`config.mk`:
```
export PLATFORM = sky130hd
export DESIGN_NAME = seg_cmd_sequencer
export DESIGN_NICKNAME = d
export VERILOG_FILES = /design/src/rtl/seg_cmd_sequencer.sv
export SDC_FILE = /design/constraint.sdc
export NUM_CORES = 1
export LEC_CHECK = 0
export BUFFER_PORTS_ARGS = -buffer_cell sky130_fd_sc_hd__buf_2
export CORE_MARGIN = 2
export CORE_UTILIZATION = 30
export CTS_CLUSTER_DIAMETER = 120
export DETAILED_ROUTE_END_ITERATION = 8
export SLEW_MARGIN = 40
export SYNTH_ARGS = -nofsm -noshare
export SYNTH_HDL_FRONTEND = slang
export SYNTH_SLANG_ARGS = --single-unit
```
`constraint.sdc`:
```
create_clock -name CLK -period 3.7 [get_ports CLK]
set_clock_uncertainty 0.2 [all_clocks]
set_input_delay 0 -clock CLK [delete_from_list [all_inputs] [get_ports CLK]]
set_output_delay 0 -clock CLK [all_outputs]
set_load 0.02 [all_outputs]
```
`src/rtl/seg_cmd_sequencer.sv`:
```
// Bus master that walks a 4-bit command range and writes each command to the
// seven-segment peripheral, pacing itself on a programmable interval or on STEP.
module seg_cmd_sequencer #(
    parameter logic [7:0]  SEG_ADDR       = 8'hD0,
    parameter int unsigned INTERVAL       = 25_000_000,
    parameter int unsigned INTERVAL_WIDTH = 25,
    parameter logic [3:0]  CMD_FIRST      = 4'h0,
    parameter logic [3:0]  CMD_LAST       = 4'hF
) (
    input  logic       CLK,
    input  logic       RESET,
    input  logic       ENABLE,
    input  logic       STEP,
    input  logic       BUS_GNT,
    output logic       BUS_REQ,
    output logic [7:0] BUS_ADDR,
    output logic [7:0] BUS_DATA,
    output logic       BUS_WE,
    output logic [3:0] CMD_OUT,
    output logic       BUSY
);

    typedef enum logic [1:0] {
        IDLE,
        REQ,
        WRITE,
        RELEASE
    } state_t;

    state_t state, state_next;

    logic                      step_q;
    logic                      pending, pending_next;
    logic [INTERVAL_WIDTH-1:0] counter, counter_next;
    logic [3:0]                cmd, cmd_next;
    logic [3:0]                cmd_out_next;
    logic                      bus_req_next;
    logic                      bus_we_next;
    logic [7:0]                bus_addr_next;
    logic [7:0]                bus_data_next;
    logic                      busy_next;

    logic step_edge;
    logic expiry;
    logic trigger;

    assign step_edge = STEP & ~step_q;
    assign expiry    = (state == IDLE) && ENABLE &&
                       (counter == INTERVAL_WIDTH'(INTERVAL - 1));
    assign trigger   = step_edge | expiry;

    // A trigger seen in IDLE is parked in the pending flag and acted on the
    // following cycle; this extra cycle is what makes the STEP-to-REQ latency
    // two edges and the automatic period INTERVAL+4. A pending request also
    // dominates any edge arriving in the same cycle, so coincident triggers
    // collapse into a single write.
    always_comb begin
        state_next   = state;
        pending_next = pending;
        counter_next = '0;
        cmd_next     = cmd;
        cmd_out_next = CMD_OUT;

        if (state != IDLE && step_edge) begin
            pending_next = 1'b1;
        end

        case (state)
            IDLE: begin
                if (pending) begin
                    state_next   = REQ;
                    pending_next = 1'b0;
                end else if (trigger) begin
                    pending_next = 1'b1;
                end else if (ENABLE) begin
                    counter_next = counter + INTERVAL_WIDTH'(1);
                end
            end
            REQ: begin
                if (BUS_GNT) begin
                    state_next = WRITE;
                end
            end
            WRITE: begin
                state_next = RELEASE;
            end
            RELEASE: begin
                cmd_out_next = cmd;
                cmd_next     = (cmd == CMD_LAST) ? CMD_FIRST : cmd + 4'd1;
                state_next   = IDLE;
            end
            default: begin
                state_next = IDLE;
            end
        endcase

        // Bus outputs are decoded from the next state so the registered
        // copies line up with the state register.
        bus_req_next  = (state_next == REQ) || (state_next == WRITE);
        bus_we_next   = (state_next == WRITE);
        bus_addr_next = (state_next == WRITE) ? SEG_ADDR : 8'h00;
        bus_data_next = (state_next == WRITE) ? {4'h0, cmd} : 8'h00;
        busy_next     = (state_next != IDLE);
    end

    always_ff @(posedge CLK or posedge RESET) begin
        if (RESET) begin
            state    <= IDLE;
            step_q   <= 1'b0;
            pending  <= 1'b0;
            counter  <= '0;
            cmd      <= CMD_FIRST;
            CMD_OUT  <= CMD_FIRST;
            BUS_REQ  <= 1'b0;
            BUS_WE   <= 1'b0;
            BUS_ADDR <= 8'h00;
            BUS_DATA <= 8'h00;
            BUSY     <= 1'b0;
        end else begin
            state    <= state_next;
            step_q   <= STEP;
            pending  <= pending_next;
            counter  <= counter_next;
            cmd      <= cmd_next;
            CMD_OUT  <= cmd_out_next;
            BUS_REQ  <= bus_req_next;
            BUS_WE   <= bus_we_next;
            BUS_ADDR <= bus_addr_next;
            BUS_DATA <= bus_data_next;
            BUSY     <= busy_next;
        end
    end

endmodule

```
==> Yosys cells after proc, flatten, opt, wreduce, memory -nomap -nowiden <==
Cells that the tools add are included.
{ "op_classes": {"add_sub_neg": 2, "bitwise_logic": 3, "n_shift": 0, "div_mod_pow": 0, "multipliers": 0, "muxes": 14, "n_eq_ne": 7, "reduce_logical": 7, "order_cmp": 0} }
{ "ops": {"columns": ["operator", "count"], "rows": [
  ["25-bit two-way mux", 4],
  ["25-bit by 1-bit adder with 25-bit output, second input constant", 1],
  ["25-bit == test, second input constant", 1],
  ["4-bit two-way mux", 2],
  ["8-bit two-way mux", 1],
  ["2-bit case mux with 4 select lines", 1],
  ["2-bit == test, second input constant", 3],
  ["4-bit by 1-bit adder with 4-bit output, second input constant", 1],
  ["2-bit by 1-bit == test with 1-bit output, second input constant", 2],
  ["4-bit == test, second input constant", 1],
  ["1-bit two-way mux", 4],
  ["2-bit two-way mux", 2],
  ["2-bit nonzero test", 2],
  ["1-bit logical AND", 3],
  ["2-bit logical NOT", 1],
  ["1-bit bitwise AND", 1],
  ["1-bit logical OR", 1],
  ["1-bit NOT", 1],
  ["1-bit bitwise OR", 1]
]} }
{ "word_totals": {"mem_count": 0, "input_bits": 5, "mem_bits_rw": 0, "latch_bits": 0, "romBits": 0, "reg_bits": 52} }

==> Depth between registers and ports, before layout <==
Gate-level depths: netlist of run 1.
{ "logic_depth": {"depth_word": 7, "ltp_mapped": 7, "depth_no_buf": 6} }

==> Worst setup path after synthesis of run 1 <==
Ideal clock, no wire load.
{ "synth_path": {"path_kind": "register to register", "startpoint": "register counter[10]", "endpoint": "register counter[2]", "n_path_buf": 1, "slack_ps": 1485, "arrival_ps": 1879, "setup_ps": 136, "path_stages_with_launch": 6, "required_time_ps": 3364, "period_less_slack_ps": 2215, "cell_sequence": "dfrtp_1 -> or4b_1 -> or3_4 -> nor4_4 -> buf_6 -> nor3_1"} }
{ "synth_via": {"elab_chain_len": 6} }
{ "synth_lines": {"columns": ["item", "line", "text"], "rows": [
  ["from (decl)", "34", "logic [INTERVAL_WIDTH-1:0] counter, counter_next;"],
  ["from (signal assigned)", "123", "counter <= counter_next;"],
  ["25-bit == test", "49", "(counter == INTERVAL_WIDTH'(INTERVAL - 1));"],
  ["1-bit logical AND", "48", "assign expiry = (state == IDLE) && ENABLE &&"],
  ["1-bit bitwise OR", "50", "assign trigger = step_edge | expiry;"],
  ["25-bit two-way mux", "73", "end else if (trigger) begin"],
  ["25-bit two-way mux", "70", "if (pending) begin"],
  ["25-bit two-way mux", "68", "case (state)"],
  ["net counter_next[2]", "34", null]
]} }
The timed path passes the listed nets, and every way through them passes these cells.
A chain may end at the register's enable or synchronous reset.

==> Final worst setup path of run 1 <==
{ "layout_path": {"startpoint": "register counter[10]", "endpoint": "register counter[12]"} }
{ "layout_via": {"elab_chain_len": 6} }
{ "layout_lines": {"columns": ["item", "line"], "rows": [
  ["parallel branches: the longest is 3 deep, another holds 25-bit by 1-bit adder with 25-bit output", null],
  ["25-bit two-way mux *", "73"],
  ["25-bit two-way mux *", "70"],
  ["25-bit two-way mux *", "68"],
  ["net counter_next[12]", "34"]
]} }
Mark *: on every way through the listed nets, which the timed path passes.

==> flow_summary_export.csv, run 1 <==
group,metric,value,unit
route,dr_wl_met2,1840,um
yosys,synth_seq_cells,44,
timing,min_period,2.66,ns
yosys,ys_seq_area_share,50.1,%
cells_and_area,multi_input_area,963,um2
place,gp_congestion,0.816,
clock_tree,clockBufferDepth,2,
yosys,synth_area_per_cell,10.4,um2
route,wl,4070,um
timing,tightest_slew,0.678,ns
yosys,synth_common_cells,"44 x dfrtp_1, 14 x o21ai_0, 13 x nor3_1",
cells_and_area,diodes,0,
timing,fin_crit_sh,71.8,%
global_route,overflow,0,
timing,final_max_slew_viol_count,0,
yosys,async_reset_ff_share,100,%
yosys,synth_cell_type_count,37,
worst_setup_path,reg2reg_slack,1.04,ns
yosys,synth.top_cells.by_area,"dfrtp_1 50%, buf_4 4.1%, a211oi_1 3.8%",
route,avgRoutedWirePerCell,12.3,um
timing,finalHoldViolCount,0,
timing,grt_setup_unrepaired,"false",
yosys,yosysMostFrequentCell,"dfrtp_1",
floorplanning,core-area,7180,um2
yosys,ys.flop_type,"dfrtp_1",
global_route,antenna_found_initial,0,
timing,slew_headroom,54.5,%
route,drtAntennaViolNets,0,
floorplanning,start_util,30.6,%
yosys,synth_top_area_share,50.1,%
pwr,peakVddDrop,0.000297,V
clock_tree,htreeDepth,2,
route,firstDrtPassIters,4,
cells_and_area,n_fill_cell,750,
clock_tree,clk_latency,0.30,ns
clock_tree,numClockSinks,44,
yosys,synth_area,2200,um2
pwr,leakage,1.00,nW
route,via_per_inst,4.68,
worst_setup_path,crit_path_end_kind,"flip-flop",
route,route.vias.total,1544,
cells_and_area,instances_no_fill,330,
place,place.port_buffers,18,
timing,setup_viol_count_final,0,
global_route,grt.total_usage,11.3,%
clock_tree,hold_buffers,3,
yosys,netlist_instances,211,
run_status,status,"completed",
floorplanning,die_w,89.6,um
clock_tree,clockRootBuffer,"clkbuf_8",
job,drv_cap,0,
pwr,powerDensity,539,nW/um2
timing,fmax,376,MHz
route,routed-wl-met3,154,um
route,top_layer,"met4",
clock_tree,cts_inserted_buffers,5,
global_route,first_global_vias,1419,
floorplanning,rows,31,
timing,tns,0,ns
cells_and_area,seq_area,1100,um2
min_path,hold_path.class,"input pin to flip-flop",
clock_tree,cts_tree,"built",
global_route,grt_max_degree,45,
floorplanning,fp.dieH,89.6,um
clock_tree,clkTransAtPathRegs,0.08,ns
cells_and_area,area_growth,11.3,%
clock_tree,cts_resized,0,
worst_setup_path,crit_type,"flip-flop to flip-flop",
worst_setup_path,start_kind,"flip-flop",
floorplanning,num_io_pins,28,
yosys,synth-edff-count,0,
place,dp_cells,319,
clock_tree,cts_setup_buffers,0,
place,dp.final_hpwl,2810,um
worst_setup_path,worstPathArrival,2.64,ns
route,drc,0,
floorplanning,die_area,8020,um2
worst_setup_path,cp.required,3.68,ns
route,drt_iter0_markers,99,
global_route,grt_pass1_wl,6950,um
worst_setup_path,cp_max_fo,13,
yosys,yosys_warnings,0,
cells_and_area,fin_nets,239,
yosys,synth_top_area_cell,"dfrtp_1",
cells_and_area,drive_above_1_share,16.5,%
route,wl_met1,2010,um
## sequential cells by signal (all words and copies together) (netlist names)
signal and flops:
counter 25, CMD_OUT 4, BUS_REQ 1, pending 1
cmd 4, BUS_ADDR 1, BUS_DATA 4, BUSY 1
state 2, step_q 1
## cells by family after synthesis
kind of cell	synth area share (%)
buffers and inverters	7.35
other	0.171
muxes	2.05
AOI/OAI and AO/OA	9.34
adders and majority gates	2.28
xor gates and xnor gates	5.19
and+or+nand+nor	23.5
DFF	50.1
## path summary, 6_finish.rpt
path / from / end / cells past startpoint
worst max register to register: counter[10] / counter[12] / 5
worst max-delay path: counter[10] / counter[12] / 5
worst min register to register: CMD_OUT[2] / CMD_OUT[2] / 2
worst min-delay path: ENABLE / counter[4] / 4
min in group asynchronous: RESET / counter[4] / 3
max in group asynchronous: RESET / counter[16] / 3
## report_power, final
part	internal [W]	leakage [nW]	switching, W	total, W
logic	0.000140	0.376	0.000227	0.000367
clock network	0.000134	0.0414	0.000170	0.000304
registers	0.000570	0.587	0.0000778	0.000648
## cells in the final DEF, fill, tap and decap left out, drive strengths merged, types with 3 or more instances in the layout
master	netlist	layout
a211oi	11	11
and2	6	6
and3	3	3
and4	4	4
buf	14	20
clkbuf	5	6
conb	1	9
dfrtp	44	44
dlygate4sd3	0	3
ha	4	4
inv	8	8
mux2	4	4
nand2	12	12
nand3	12	12
nand4	8	8
nor2	4	4
nor3	13	13
nor4	5	5
o21ai	14	14
o31ai	3	3
or3	9	9
or4	3	3
xnor2	8	8
xor2	5	5
## layer usage
layer | up-vias | GRT usage, %
met5 | - | 0
met4 | 0 | 4.48
met3 | 6 | 2.95
met2 | 26 | 16.8
met1 | 730 | 15.7
li1 | 782 | -
## worst max-delay path, cell delays in order (launching register included)
cell	delay [ns]
dfrtp_1	0.44
or4b_1	0.51
or3_4	0.38
nor4_4	0.59
buf_4	0.32
nor3_1	0.07
## final cells by class
| class | instances | area share (%) |
|---|---|---|
| tap | 99 | 5.07 |
| sequential | 44 | 45.0 |
| timing repair buffer | 23 | 5.53 |
| clock buffer | 6 | 2.97 |
| multi-input combinational | 148 | 39.4 |
| clock inverter | 2 | 0.665 |
| inverter | 8 | 1.33 |
## through the flow
step | instance area, um2 | hold WS (ns) | setup WS [ns] | total power (W) | utilization, %
4_1_cts | 2440 | 0.0677 | 1.03 | 0.00134 | 34.1
2_1_floorplan | 2230 | -0.169 | 1.48 | 0.000937 | -
6_report | 2440 | 0.0699 | 1.04 | 0.00132 | 34.1
3_5_place_dp | 2330 | -0.0913 | 1.03 | 0.00103 | 32.4
5_1_grt | 2440 | 0.108 | 0.866 | 0.00141 | 34.1
3_3_place_gp | 2320 | -0.0744 | 1.08 | 0.00102 | 32.4
No activity file was read; power rests on OpenSTA's default activity.
==> run 2, diff against run 1 <==
ABC_AREA = 1   (was unset)
clock period = 2.65 ns   (was 3.7 ns; I/O delays follow)
==> flow_summary_export.csv, run 2 <==
group,metric,value,unit
run_status,status,"completed",
global_route,busiest_layer,"met2",
clock_tree,htreeDepth,2,
floorplanning,core-area,7650,um2
yosys,ys.flop_type,"dfrtp_1",
cells_and_area,regMostFlops,"counter",
yosys,synth_top_area_share,46.8,%
yosys,synth.top_cells.by_area,"dfrtp_1 47%, nand2_1 12%, nor2_1 9.1%",
yosys,synth_common_cells,"78 x nand2_1, 57 x nor2_1, 44 x dfrtp_1",
global_route,grt_max_degree,45,
floorplanning,start_util,30.7,%
min_path,hold_depth,5,
yosys,synth_seq_cells,44,
route,drt_iter0_markers,59,
worst_setup_path,cp.required,2.67,ns
yosys,synth_cell_type_count,24,
pwr,peakVddDrop,0.000513,V
worst_setup_path,crit_type,"flip-flop to flip-flop",
yosys,synth_area,2350,um2
cells_and_area,diodes,0,
route,route.vias.total,1833,
place,gp_congestion,0.832,
global_route,grt.total_usage,12.2,%
timing,finalHoldViolCount,0,
min_path,hold_start,"ENABLE",
route,drtAntennaViolNets,0,
place,dp.final_hpwl,3390,um
global_route,grt_pass1_wl,8310,um
cells_and_area,n_fill_cell,786,
place,placed_cell_area,2480,um2
route,drc,0,
yosys,yosys_warnings,0,
yosys,async_reset_ff_share,100,%
worst_setup_path,reg2reg_from,"counter[0]",
worst_setup_path,reg2regPathDepth,8,
floorplanning,fp.dieH,92.5,um
timing,grt_setup_unrepaired,"false",
cells_and_area,final_cell_mix,"78 x nand2_1, 57 x nor2_1, 44 x dfrtp_1",
timing,final_max_slew_viol_count,0,
worst_setup_path,worstPathArrival,1.81,ns
cells_and_area,largest_register_ffs,25,
floorplanning,rows,32,
min_path,hold_path.class,"input pin to flip-flop",
clock_tree,cts_resized,0,
cells_and_area,final_common_cell,"nand2_1",
timing,fin_crit_sh,67.6,%
worst_setup_path,reg2reg_slack,0.86,ns
timing,tns,0,ns
clock_tree,clockRootBuffer,"clkbuf_8",
clock_tree,numClockSinks,44,
pwr,powerDensity,738,nW/um2
clock_tree,cts_inserted_buffers,5,
timing,slew_headroom,64.1,%
yosys,ys_seq_area_share,46.8,%
yosys,synth-edff-count,0,
timing,tightest_slew,0.539,ns
yosys,synth_top_area_cell,"dfrtp_1",
global_route,met2_usage,20.3,%
route,wl,4550,um
cells_and_area,drive_above_1_share,12.3,%
global_route,overflow,0,
cells_and_area,fin_area,2630,um2
yosys,synth_area_per_cell,7.73,um2
cells_and_area,fin_nets,334,
clock_tree,clockBufferDepth,2,
route,firstDrtPassIters,4,
timing,setup_viol_count_final,0,
yosys,netlist_instances,304,
clock_tree,clkTransAtPathRegs,0.09,ns
worst_setup_path,cp_max_fo,25,
floorplanning,die_area,8560,um2
timing,fmax,558,MHz
yosys,yosysMostFrequentCell,"nand2_1",
min_path,hold_path_end,"counter[1]",
global_route,antenna_found_initial,0,
worst_setup_path,r2r_end,"counter[8]",
cells_and_area,area_growth,11.9,%
route,avgRoutedWirePerCell,10.6,um
place,place.port_buffers,18,
clock_tree,cts_tree,"built",
floorplanning,die_w,92.5,um
job,drv_cap,0,
global_route,first_global_vias,1843,
worst_setup_path,start_kind,"flip-flop",
global_route,use_met1,15.5,%
global_route,grt_util_met3,2.36,%
floorplanning,num_io_pins,28,
timing,min_period,1.79,ns
clock_tree,clk_latency,0.30,ns
route,via_per_inst,4.28,
pwr,leakage,1.19,nW
worst_setup_path,crit_path_end_kind,"flip-flop",
## run 2: cell count changes after synthesis, moves of 7 or more
cell,before,now
nand2_1,12,78
nor2_1,4,57
inv_1,8,41
nor3_1,13,0
a211oi_1,11,0
or3_1,8,0
nor2_2,0,7
## run 2: kinds of logic after synthesis
family                     Yosys count  share of synthesized area (%)
DFF                                 44                           46.8
adders and majority gates            4                           2.13
other                                1                          0.160
AOI/OAI and AO/OA                   14                           3.14
xor gates and xnor gates            13                           4.84
and+or+nand+nor                    172                           31.4
buffers and inverters               56                           11.5
## run 2: how the worst max path moves through the flow
| stage | depth (start not counted) | slack (ns) | start | end |
|---|---|---|---|---|
| after global placement | 8 | 0.93 | counter[0] | counter[21] |
| after detailed placement | 8 | 0.85 | counter[0] | counter[8] |
| after global routing | 8 | 0.73 | counter[0] | counter[8] |
| after floorplan | 9 | 1.06 | counter[0] | counter[10] |
| final | 8 | 0.86 | counter[0] | counter[8] |
| after CTS | 8 | 0.83 | counter[0] | counter[8] |
## run 2: through the flow
stage	hold WS, ns	setup WS (ns)	utilization, %	instances	power (W)
2_1_floorplan	-0.169	1.06	-	312	0.00130
3_3_place_gp	-0.0763	0.929	32.5	417	0.00141
3_5_place_dp	-0.0943	0.847	32.5	417	0.00143
4_1_cts	0.0503	0.826	34.4	428	0.00198
5_1_grt	0.0834	0.733	34.4	428	0.00209
6_report	0.0481	0.858	34.4	428	0.00194
## run 2: where the power goes
part | switching, W | internal, W
Combinational | 0.000370 | 0.000167
Sequential | 0.0000749 | 0.000801
Clock | 0.000246 | 0.000284
Total | 0.000690 | 0.00125
## run 2: repair_timing
| action | 4_1_cts | 5_1_grt |
|---|---|---|
| buffers inserted | 0 | 0 |
| hold buffers | 3 | 0 |
| hold endpoints to repair | 48 | 0 |
## run 2: critical path, stage by stage (launching register included)
cell,delay [ns]
dfrtp_1,0.41
ha_1,0.24
nand2_1,0.12
nor2_4,0.05
nand2_1,0.06
nor2_1,0.04
nand2_1,0.11
nand3_4,0.27
nor2_1,0.21
## run 2: area by class of cell
class / instances / area, um2 / area share [%]
Timing Repair Buffer: 21 / 120 / 4.56
Multi-Input combinational cell: 212 / 1010 / 38.4
Sequential cell: 44 / 1100 / 41.8
Inverter: 41 / 156 / 5.94
Clock buffer: 5 / 68.8 / 2.62
Tap cell: 102 / 128 / 4.85
Clock inverter: 3 / 47.5 / 1.81
## run 2: metal layers
layer  part of all wire, %  up-vias
met1                    48      857
li1                      -      934
met4                   1.6        0
met3                   3.5        9
met5                     0        -
met2                    47       33
